### src/rtl/merger_sync_controller_pkg.sv
// Shared definitions for the merger synchronisation controller: state and
// error encodings, default widths and a small one-hot helper.
package merger_sync_controller_pkg;

   localparam int EVID_W_DEFAULT = 8;
   localparam int TMO_W_DEFAULT  = 16;
   localparam int NUM_WEDGES     = 4;

   typedef enum logic [1:0] {
      ST_IDLE    = 2'd0,
      ST_COLLECT = 2'd1,
      ST_DONE    = 2'd2,
      ST_ERROR   = 2'd3
   } state_t;

   typedef enum logic [1:0] {
      ERR_NONE     = 2'd0,
      ERR_ID       = 2'd1,
      ERR_DUP      = 2'd2,
      ERR_TIMEOUT  = 2'd3
   } err_t;

   // Isolates the lowest set bit: the reported wedge when several offend at once.
   function automatic logic [NUM_WEDGES-1:0] lowest_onehot(input logic [NUM_WEDGES-1:0] v);
      return v & (~v + {{(NUM_WEDGES-1){1'b0}}, 1'b1});
   endfunction

endpackage

### src/rtl/merger_evid_compare.sv
// Per-wedge comparison of the packed end-event IDs against a reference ID.
module merger_evid_compare
   import merger_sync_controller_pkg::*;
#(
   parameter int EVID_W = EVID_W_DEFAULT
) (
   input  logic [NUM_WEDGES*EVID_W-1:0] ee_evid,
   input  logic [EVID_W-1:0]            ref_id,
   output logic [NUM_WEDGES-1:0]        mismatch
);

   for (genvar i = 0; i < NUM_WEDGES; i++) begin : g_lane
      assign mismatch[i] = (ee_evid[i*EVID_W +: EVID_W] != ref_id);
   end

endmodule

### src/rtl/merger_sync_controller.sv
// Tracks end-events from the enabled wedges, checks they belong to one event,
// and flags loss of synchronisation (ID mismatch, duplicate, timeout).
module merger_sync_controller
   import merger_sync_controller_pkg::*;
#(
   parameter int EVID_W = EVID_W_DEFAULT,
   parameter int TMO_W  = TMO_W_DEFAULT
) (
   input  logic                  clock,
   input  logic                  reset,
   input  logic [3:0]            wedge_enable_cfg,
   input  logic [TMO_W-1:0]      timeout_limit,
   input  logic [3:0]            ee_seen,
   input  logic [4*EVID_W-1:0]   ee_evid,
   input  logic                  clear_error,
   output logic [3:0]            wedge_enable,
   output logic                  lost_sync_reg,
   output logic [1:0]            error_code,
   output logic [3:0]            error_wedge,
   output logic [15:0]           event_count,
   output logic                  busy
);

   localparam logic [TMO_W-1:0] TMO_ONE = {{(TMO_W-1){1'b0}}, 1'b1};

   state_t             state;
   logic [3:0]         seen_mask;
   logic [EVID_W-1:0]  ref_id;
   logic [TMO_W-1:0]   tmo_count;

   logic               collecting;
   logic [3:0]         hits;
   logic [3:0]         dup;
   logic [3:0]         mism;
   logic [3:0]         mismatch;
   logic [3:0]         new_mask;
   logic               complete;
   logic               timed_out;
   logic [EVID_W-1:0]  entry_id;
   logic [EVID_W-1:0]  cmp_ref;
   err_t               err_code;
   logic [3:0]         err_wedge;

   assign collecting = (state == ST_COLLECT);
   assign hits       = ee_seen & wedge_enable;
   // Outside COLLECT the event starts this cycle, so its lowest wedge is the reference.
   assign cmp_ref    = collecting ? ref_id : entry_id;
   assign dup        = collecting ? (hits & seen_mask) : 4'b0000;
   assign mism       = hits & mismatch;
   assign new_mask   = (collecting ? seen_mask : 4'b0000) | hits;
   assign complete   = (hits != 4'b0000) && (new_mask == wedge_enable);
   assign timed_out  = collecting && (timeout_limit != '0) && (tmo_count == timeout_limit);

   merger_evid_compare #(.EVID_W(EVID_W)) u_compare (
      .ee_evid  (ee_evid),
      .ref_id   (cmp_ref),
      .mismatch (mismatch)
   );

   // NOTE: every signal assigned in always_comb gets a default first, so no latch is inferred.
   always_comb begin
      entry_id = '0;
      for (int i = 3; i >= 0; i--) begin
         if (hits[i]) entry_id = ee_evid[i*EVID_W +: EVID_W];
      end
   end

   always_comb begin
      err_code  = ERR_NONE;
      err_wedge = 4'b0000;
      if (dup != 4'b0000) begin
         err_code  = ERR_DUP;
         err_wedge = lowest_onehot(dup);
      end else if (mism != 4'b0000) begin
         err_code  = ERR_ID;
         err_wedge = lowest_onehot(mism);
      end else if (timed_out && !complete) begin
         err_code  = ERR_TIMEOUT;
         err_wedge = lowest_onehot(wedge_enable & ~new_mask);
      end
   end

   // NOTE: state registers use non-blocking assignments only; reset is synchronous to clock.
   always_ff @(posedge clock) begin
      if (reset) begin
         state         <= ST_IDLE;
         wedge_enable  <= 4'b0000;
         lost_sync_reg <= 1'b0;
         error_code    <= ERR_NONE;
         error_wedge   <= 4'b0000;
         event_count   <= 16'd0;
         busy          <= 1'b0;
         seen_mask     <= 4'b0000;
         ref_id        <= '0;
         tmo_count     <= '0;
      end else if (state == ST_ERROR) begin
         if (clear_error) begin
            state         <= ST_IDLE;
            lost_sync_reg <= 1'b0;
            error_code    <= ERR_NONE;
            error_wedge   <= 4'b0000;
            busy          <= 1'b0;
         end
      end else if (err_code != ERR_NONE) begin
         state         <= ST_ERROR;
         lost_sync_reg <= 1'b1;
         error_code    <= err_code;
         error_wedge   <= err_wedge;
         busy          <= 1'b1;
         seen_mask     <= 4'b0000;
         tmo_count     <= '0;
      end else if (complete) begin
         state       <= ST_DONE;
         event_count <= event_count + 16'd1;
         seen_mask   <= 4'b0000;
         tmo_count   <= '0;
         busy        <= 1'b1;
      end else if (collecting) begin
         seen_mask <= new_mask;
         if (!(&tmo_count)) tmo_count <= tmo_count + TMO_ONE;
      end else if (hits != 4'b0000) begin
         state     <= ST_COLLECT;
         seen_mask <= hits;
         ref_id    <= entry_id;
         tmo_count <= '0;
         busy      <= 1'b1;
      end else begin
         // The applied mask only follows the configuration while fully idle.
         if (state == ST_IDLE) wedge_enable <= wedge_enable_cfg;
         state <= ST_IDLE;
         busy  <= 1'b0;
      end
   end

endmodule
### config.mk
export PLATFORM = sky130hd
export DESIGN_NAME = merger_sync_controller
export DESIGN_NICKNAME = d
export VERILOG_FILES = /design/src/rtl/merger_sync_controller_pkg.sv /design/src/rtl/merger_evid_compare.sv /design/src/rtl/merger_sync_controller.sv
export SDC_FILE = /design/constraint.sdc
export NUM_CORES = 1
export LEC_CHECK = 0
export CAP_MARGIN = 40
export CORE_ASPECT_RATIO = 1.75
export CORE_MARGIN = 2
export CORE_UTILIZATION = 54
export DETAILED_ROUTE_END_ITERATION = 6
export GPL_TIMING_DRIVEN = 0
export PLACE_DENSITY_LB_ADDON = 0.05
export SYNTH_ARGS = -nofsm -noshare
export SYNTH_HDL_FRONTEND = slang
export SYNTH_SLANG_ARGS = --single-unit
### constraint.sdc
create_clock -name clock -period 5.1 [get_ports clock]
set_input_delay 1.02 -clock clock [delete_from_list [all_inputs] [get_ports clock]]
set_output_delay 1.02 -clock clock [all_outputs]
set_load 0.05 [all_outputs]
-- Yosys cells after proc, flatten, opt, wreduce, memory -nomap -nowiden
Index checks and enable logic that the tools add are counted.
- add/sub/neg operators: 5
- equal/unequal tests: 11
- muxes and demuxes: 41
- bitwise gates (word level): 17
- reduce and logical (&&, ||, !) cells: 21
- operator list (operator ; number):
    two-way mux 16 bit ; 5
    two-way mux 4 bit ; 12
    two-way mux 8 bit ; 5
    adder 16 x 1 -> 16 bit (second input constant) ; 2
    inequality test 8 bit ; 4
    bitwise AND 4 bit ; 7
    two-way mux 2 bit ; 10
    == test 16 bit ; 1
    inverter 4 bit ; 4
    AND reduction 16 bit ; 1
    nonzero test 16 bit ; 1
    nonzero test 4 bit ; 4
    adder 4 x 1 -> 4 bit (second input constant) ; 3
    two-way mux 1 bit ; 9
    AND reduction 2 bit ; 3
    AND reduction 3 bit ; 2
    AND reduction 6 bit ; 1
    inverter 1 bit ; 5
    AND reduction 5 bit ; 1
    == test 4 bit ; 1
    logical AND 1 bit ; 4
    inequality test 4 x 1 -> 1 bit (second input constant) ; 1
    inequality test 4 bit (second input constant) ; 1
    bitwise OR 4 bit ; 1
    other kinds (6) ; 7
- register bits after elaboration: 58
- bits of input ports: 59
- output and inout bits: 28
- logic and storage cells: 105

-- Longest topological paths before layout
- depth after elaboration: 15
- gate-level depth with buffers: 15
- gate-level depth less buffers: 11

-- Cells and area by module
Synthesis repeated with hierarchy kept, for this count alone.
- cell total of the unflattened synthesis: 490
- area, all modules: 3836.2 um2
- modules (own cells, without submodules) (module ; times used ; cells an instance ; area an instance (um2) ; seq. area each (um2)):
    merger_sync_controller ; 1 ; 446 ; 3490.8 ; 1161.1
    merger_evid_compare ; 1 ; 44 ; 345.3 ; 0.0

-- Worst setup path before layout
No wires, ideal clock.
- path kind: input port to flip-flop
- start: in ee_seen[2]
- end: reg event_count[10]
- setup time: 70 ps
- arrival: 3869 ps
- required time: 5030 ps
- setup slack: 1160 ps
- stages: 11
- path buffers: 2
- cell sequence: and2_1 -> buf_6 -> o31ai_4 -> o211ai_1 -> a311oi_1 -> nand4_1 -> o41a_1 -> or4_4 -> buf_6 -> or4_1 -> a21oi_1
- longest elaborated chain between the ends: 13
- elaborated cells between the ends (all ways): 26
- classes of those cells: eq/ne (5); mux (8); bitwise (5); reduce/logical (8)
- RTL lines (element ; line ; RTL):
    start: declaration ; merger_sync_controller.sv:13 ; input logic [3:0] ee_seen,
    bitwise AND 4 bit * ; merger_sync_controller.sv:45 ; assign hits = ee_seen & wedge_enable;
    two-way mux 8 bit (3 in a row) ; merger_sync_controller.sv:64 ; if (hits[i]) entry_id = ee_evid[i*EVID_W +: EVID_W];
    two-way mux 8 bit ; merger_sync_controller.sv:47 ; assign cmp_ref = collecting ? ref_id : entry_id;
    inequality test 8 bit ; merger_evid_compare.sv:13 ; assign mismatch[i] = (ee_evid[i*EVID_W +: EVID_W] != ref_id);
    bitwise AND 4 bit ; merger_sync_controller.sv:49 ; assign mism = hits & mismatch;
    nonzero test 4 bit ; merger_sync_controller.sv:74 ; end else if (mism != 4'b0000) begin
    two-way mux 2 bit ; merger_sync_controller.sv:74 ;
    two-way mux 2 bit ; merger_sync_controller.sv:71 ; if (dup != 4'b0000) begin
    nonzero test 2 bit ; merger_sync_controller.sv:104 ; end else if (err_code != ERR_NONE) begin
    inverter 1 bit (no line) ; - ;
    AND reduction 3 bit (no line) * ; - ;
    end signal: assignment ; merger_sync_controller.sv:114 ; event_count <= event_count + 16'd1;
    end: declaration ; merger_sync_controller.sv:20 ; output logic [15:0] event_count,
Mark *: on every way between the ends. The rest lies on a longest branch, timed or not.
A chain may end at the register's enable or synchronous reset.

-- Worst setup path after layout
- start: in ee_evid[31]
- end: reg event_count[10]
- longest elaborated chain between the ends: 13
- elaborated cells between the ends (all ways): 16
- classes of those cells: eq/ne (4); mux (7); bitwise (2); reduce/logical (3)
- RTL lines (element ; line ; RTL):
    start: declaration ; merger_sync_controller.sv:14 ; input logic [4*EVID_W-1:0] ee_evid,
    two-way mux 8 bit (4 in a row) ; merger_sync_controller.sv:64 ;
    two-way mux 8 bit ; merger_sync_controller.sv:47 ;
    inequality test 8 bit ; merger_evid_compare.sv:13 ;
    bitwise AND 4 bit * ; merger_sync_controller.sv:49 ;
    nonzero test 4 bit * ; merger_sync_controller.sv:74 ;
    two-way mux 2 bit * ; merger_sync_controller.sv:74 ;
    two-way mux 2 bit * ; merger_sync_controller.sv:71 ;
    nonzero test 2 bit * ; merger_sync_controller.sv:104 ;
    inverter 1 bit (no line) * ; - ;
    AND reduction 3 bit (no line) * ; - ;
Marked as above.

==> reports/metrics.yaml <==
grt:
  grt_use_met3_pct: 25.4
  grt_max_degree: 11
  use_met1_pct: 46.7
  met2_usage_pct: 76.6
  antenna_found_initial: 1
  overflow: 0
  first_global_vias: 6448
  grt_pass1_wl_um: 36100
  top_usage_layer: "met2"
  grt_usage_pct: 49.1
setup_path:
  worstReg2RegStart: "ref_id[7]"
  required_ns: 5.37
  r2r_end: "event_count[10]"
  critical_path_arrival_ns: 5.31
  endpoint_kind: "flip-flop"
  worstSetupPathType: "primary input to flip-flop"
  ff2ff_path_depth: 12
  ff2ff_setup_slack_ns: 0.42
  cp_max_fo: 19
  start_kind: "primary input"
power:
  leakagePower_nw: 2.23
  irDropWorstVdd_mv: 0.365
  p_per_area_nw_per_um2: 439
  total_power_w: 0.00276
synth:
  netlist.area_leader.share_pct: 23.8
  synthFlopType: "dfxtp_1"
  synth_common_cells: "nand2_1, dfxtp_1, nand4_1"
  ys_top_cells_by_area: "dfxtp_1, nand4_1, xnor2_1, nand2_1, a21oi_1"
  ys_types: 66
  synth_area_leader_cell: "dfxtp_1"
  yosys_warnings: 0
  syn_area_per_cell_um2: 7.24
  synth-edff-count: 0
  syn_area_um2: 4880
  syn_nets: 739
  synthCells: 674
  yosysSeqAreaShare_pct: 23.8
  ys_ff_latch: 58
  synthArstFlopShare_pct: 0
  synth_most_common_cell: "nand2_1"
detailed_routing:
  vias: 6544
  wire_per_inst_um: 25.7
  ant_nets: 0
  viasPerCell: 7.34
  drcViolationCount: 1
  first_pass_iters: 7
  wl_um: 22900
  drt_iter0_drc: 895
layout:
  drive_above_1_share_pct: 6.98
  final_nets: 835
  diodes: 0
  syn_to_final_growth_pct: 28.7
  top_regs: "event_count (16), tmo_count (16), ref_id (8)"
clock_tree:
  cts_buffers: 9
  cts_tree: "built"
  root_buffer: "clkbuf_16"
  htreeDepth: 3
  cts_max_path_buffers: 2
  insertion_delay_ns: 0.34
  clkSinkCount: 58
  clk_pin_slew_ns: 0.05
timing:
  fin_crit_sh_pct: 98.8
  whs_ns: 0.480
  setup_viol: 0
  max_freq_ghz: 0.198
  min_period_ns: 5.04
  setup-tns-final_ns: 0
  slew_viol_final: 0
  worstMarginPinSlew_ns: 0.906
  clock_skew_ns: 0.00594
  relSlewSlack_pct: 39.1
  hold_viol_final: 0
  rsz0062_at_grt: "false"
placed_design:
  routabilityCongestion: 1.13
  hpwl_um: 16500
  io_buffer_count: 84
floorplanning:
  die_w_um: 75.8
  dieArea_um2: 9840
  rows: 45
  core_um2: 8730
  die_h_um: 130
  start_util_pct: 55.9
  io_pins: 87
job:
  cap_viol_max_count: 0
min_path:
  hold_start: "event_count[15]"
  hp-class: "flip-flop to flip-flop"
  whs_path_depth: 2
  worstHoldEndpoint: "event_count[15]"
outcome:
  violations: "DRC"
  status: "complete, but fails checks"
## report_power, final
part           total [W]  switching (W)  internal [W]  leakage [nW]
clock           0.000610       0.000224      0.000386         0.140
combinational    0.00155        0.00106      0.000494          1.62
sequential      0.000597      0.0000766      0.000520         0.470
## per-stage QoR
step / worst slack, ns / std cells / util (%) / area, um2
after floorplan: 1.16 / 674 / - / 4880
after global placement: -0.738 / 875 / 67.2 / 5860
after detailed placement: -0.749 / 875 / 67.2 / 5860
after CTS: 0.0700 / 890 / 70.9 / 6190
after global routing: 0.00146 / 891 / 71.9 / 6280
final: 0.0593 / 891 / 71.9 / 6280
## cells by family after synthesis
family                   synth area share [%]
flip-flops                               23.8
AND/OR/NAND/NOR                          30.2
XOR/XNOR                                 8.44
adder cells (fa/ha/maj)                  1.54
buffers and inverters                    6.39
AO/OA/AOI/OAI                            27.4
multiplexers                             2.28
## critical path: stages
cell,delay [ns]
clkdlybuf4s50_1,0.51
xor2_1,0.22
nor4_4,0.58
a21oi_1,0.21
a311oi_4,0.51
nand4_1,0.14
buf_4,0.19
o41a_1,0.49
or4_4,0.60
buf_6,0.18
or4_1,0.50
a21oi_1,0.14
## cells in the final DEF (no fill, tap or decap), types with 7 or more instances in the layout
cell type	synthesis	routed
nor4_1	17	15
and2_1	8	8
nand4_1	45	45
dfxtp_1	58	58
xnor2_1	30	30
nor3_1	11	11
o21ai_0	32	32
nand2b_1	12	12
nor2_1	44	44
xor2_1	17	17
inv_1	28	28
buf_2	12	11
and3_1	9	9
mux2i_1	10	10
clkdlybuf4s50_1	0	81
o211ai_1	10	10
a31oi_1	28	27
o21a_1	7	7
clkbuf_16	0	9
a21oi_1	41	40
nand2_1	65	64
clkbuf_1	28	22
nand3_1	41	41
or3_1	9	9
o22ai_1	10	10
## layout make-up
type | count | area, um2
clock buffers | 10 | 239
flip-flops and latches | 58 | 1160
plain buffers | 45 | 211
well taps | 117 | 146
clock inverters | 5 | 55.1
repair buffers | 86 | 861
fillers | 696 | 2450
multi-input cells | 542 | 3500
inverters | 28 | 105
## per-layer routing
layer	part of all wire (%)	vias to the layer above	wire, um
met4	11	0	2490
met3	12	215	2670
met1	31	2982	6980
met5	0	-	0
met2	47	579	10700
li1	-	2768	-
## how the worst max path moves through the flow
stage | start | endpoint | slack (ns) | depth (start not counted)
6_report | ee_evid[31] | event_count[10] | 0.06 | 12
5_1_grt | ee_evid[31] | event_count[10] | 0.001 | 12
4_1_cts | ee_seen[0] | event_count[9] | 0.07 | 12
3_5_place_dp | ee_seen[0] | tmo_count[1] | -0.75 | 11
3_3_place_gp | ee_seen[0] | ref_id[5] | -0.74 | 10
2_1_floorplan | ee_seen[2] | event_count[10] | 1.16 | 11
## repair_timing
item,in CTS,in global routing
gates resized for setup,5,23
buffers inserted,0,1
endpoints found under the setup margin,49,54
hold buffers,0,0
pin swaps,0,3
Power figures use the tool's default switching activity.
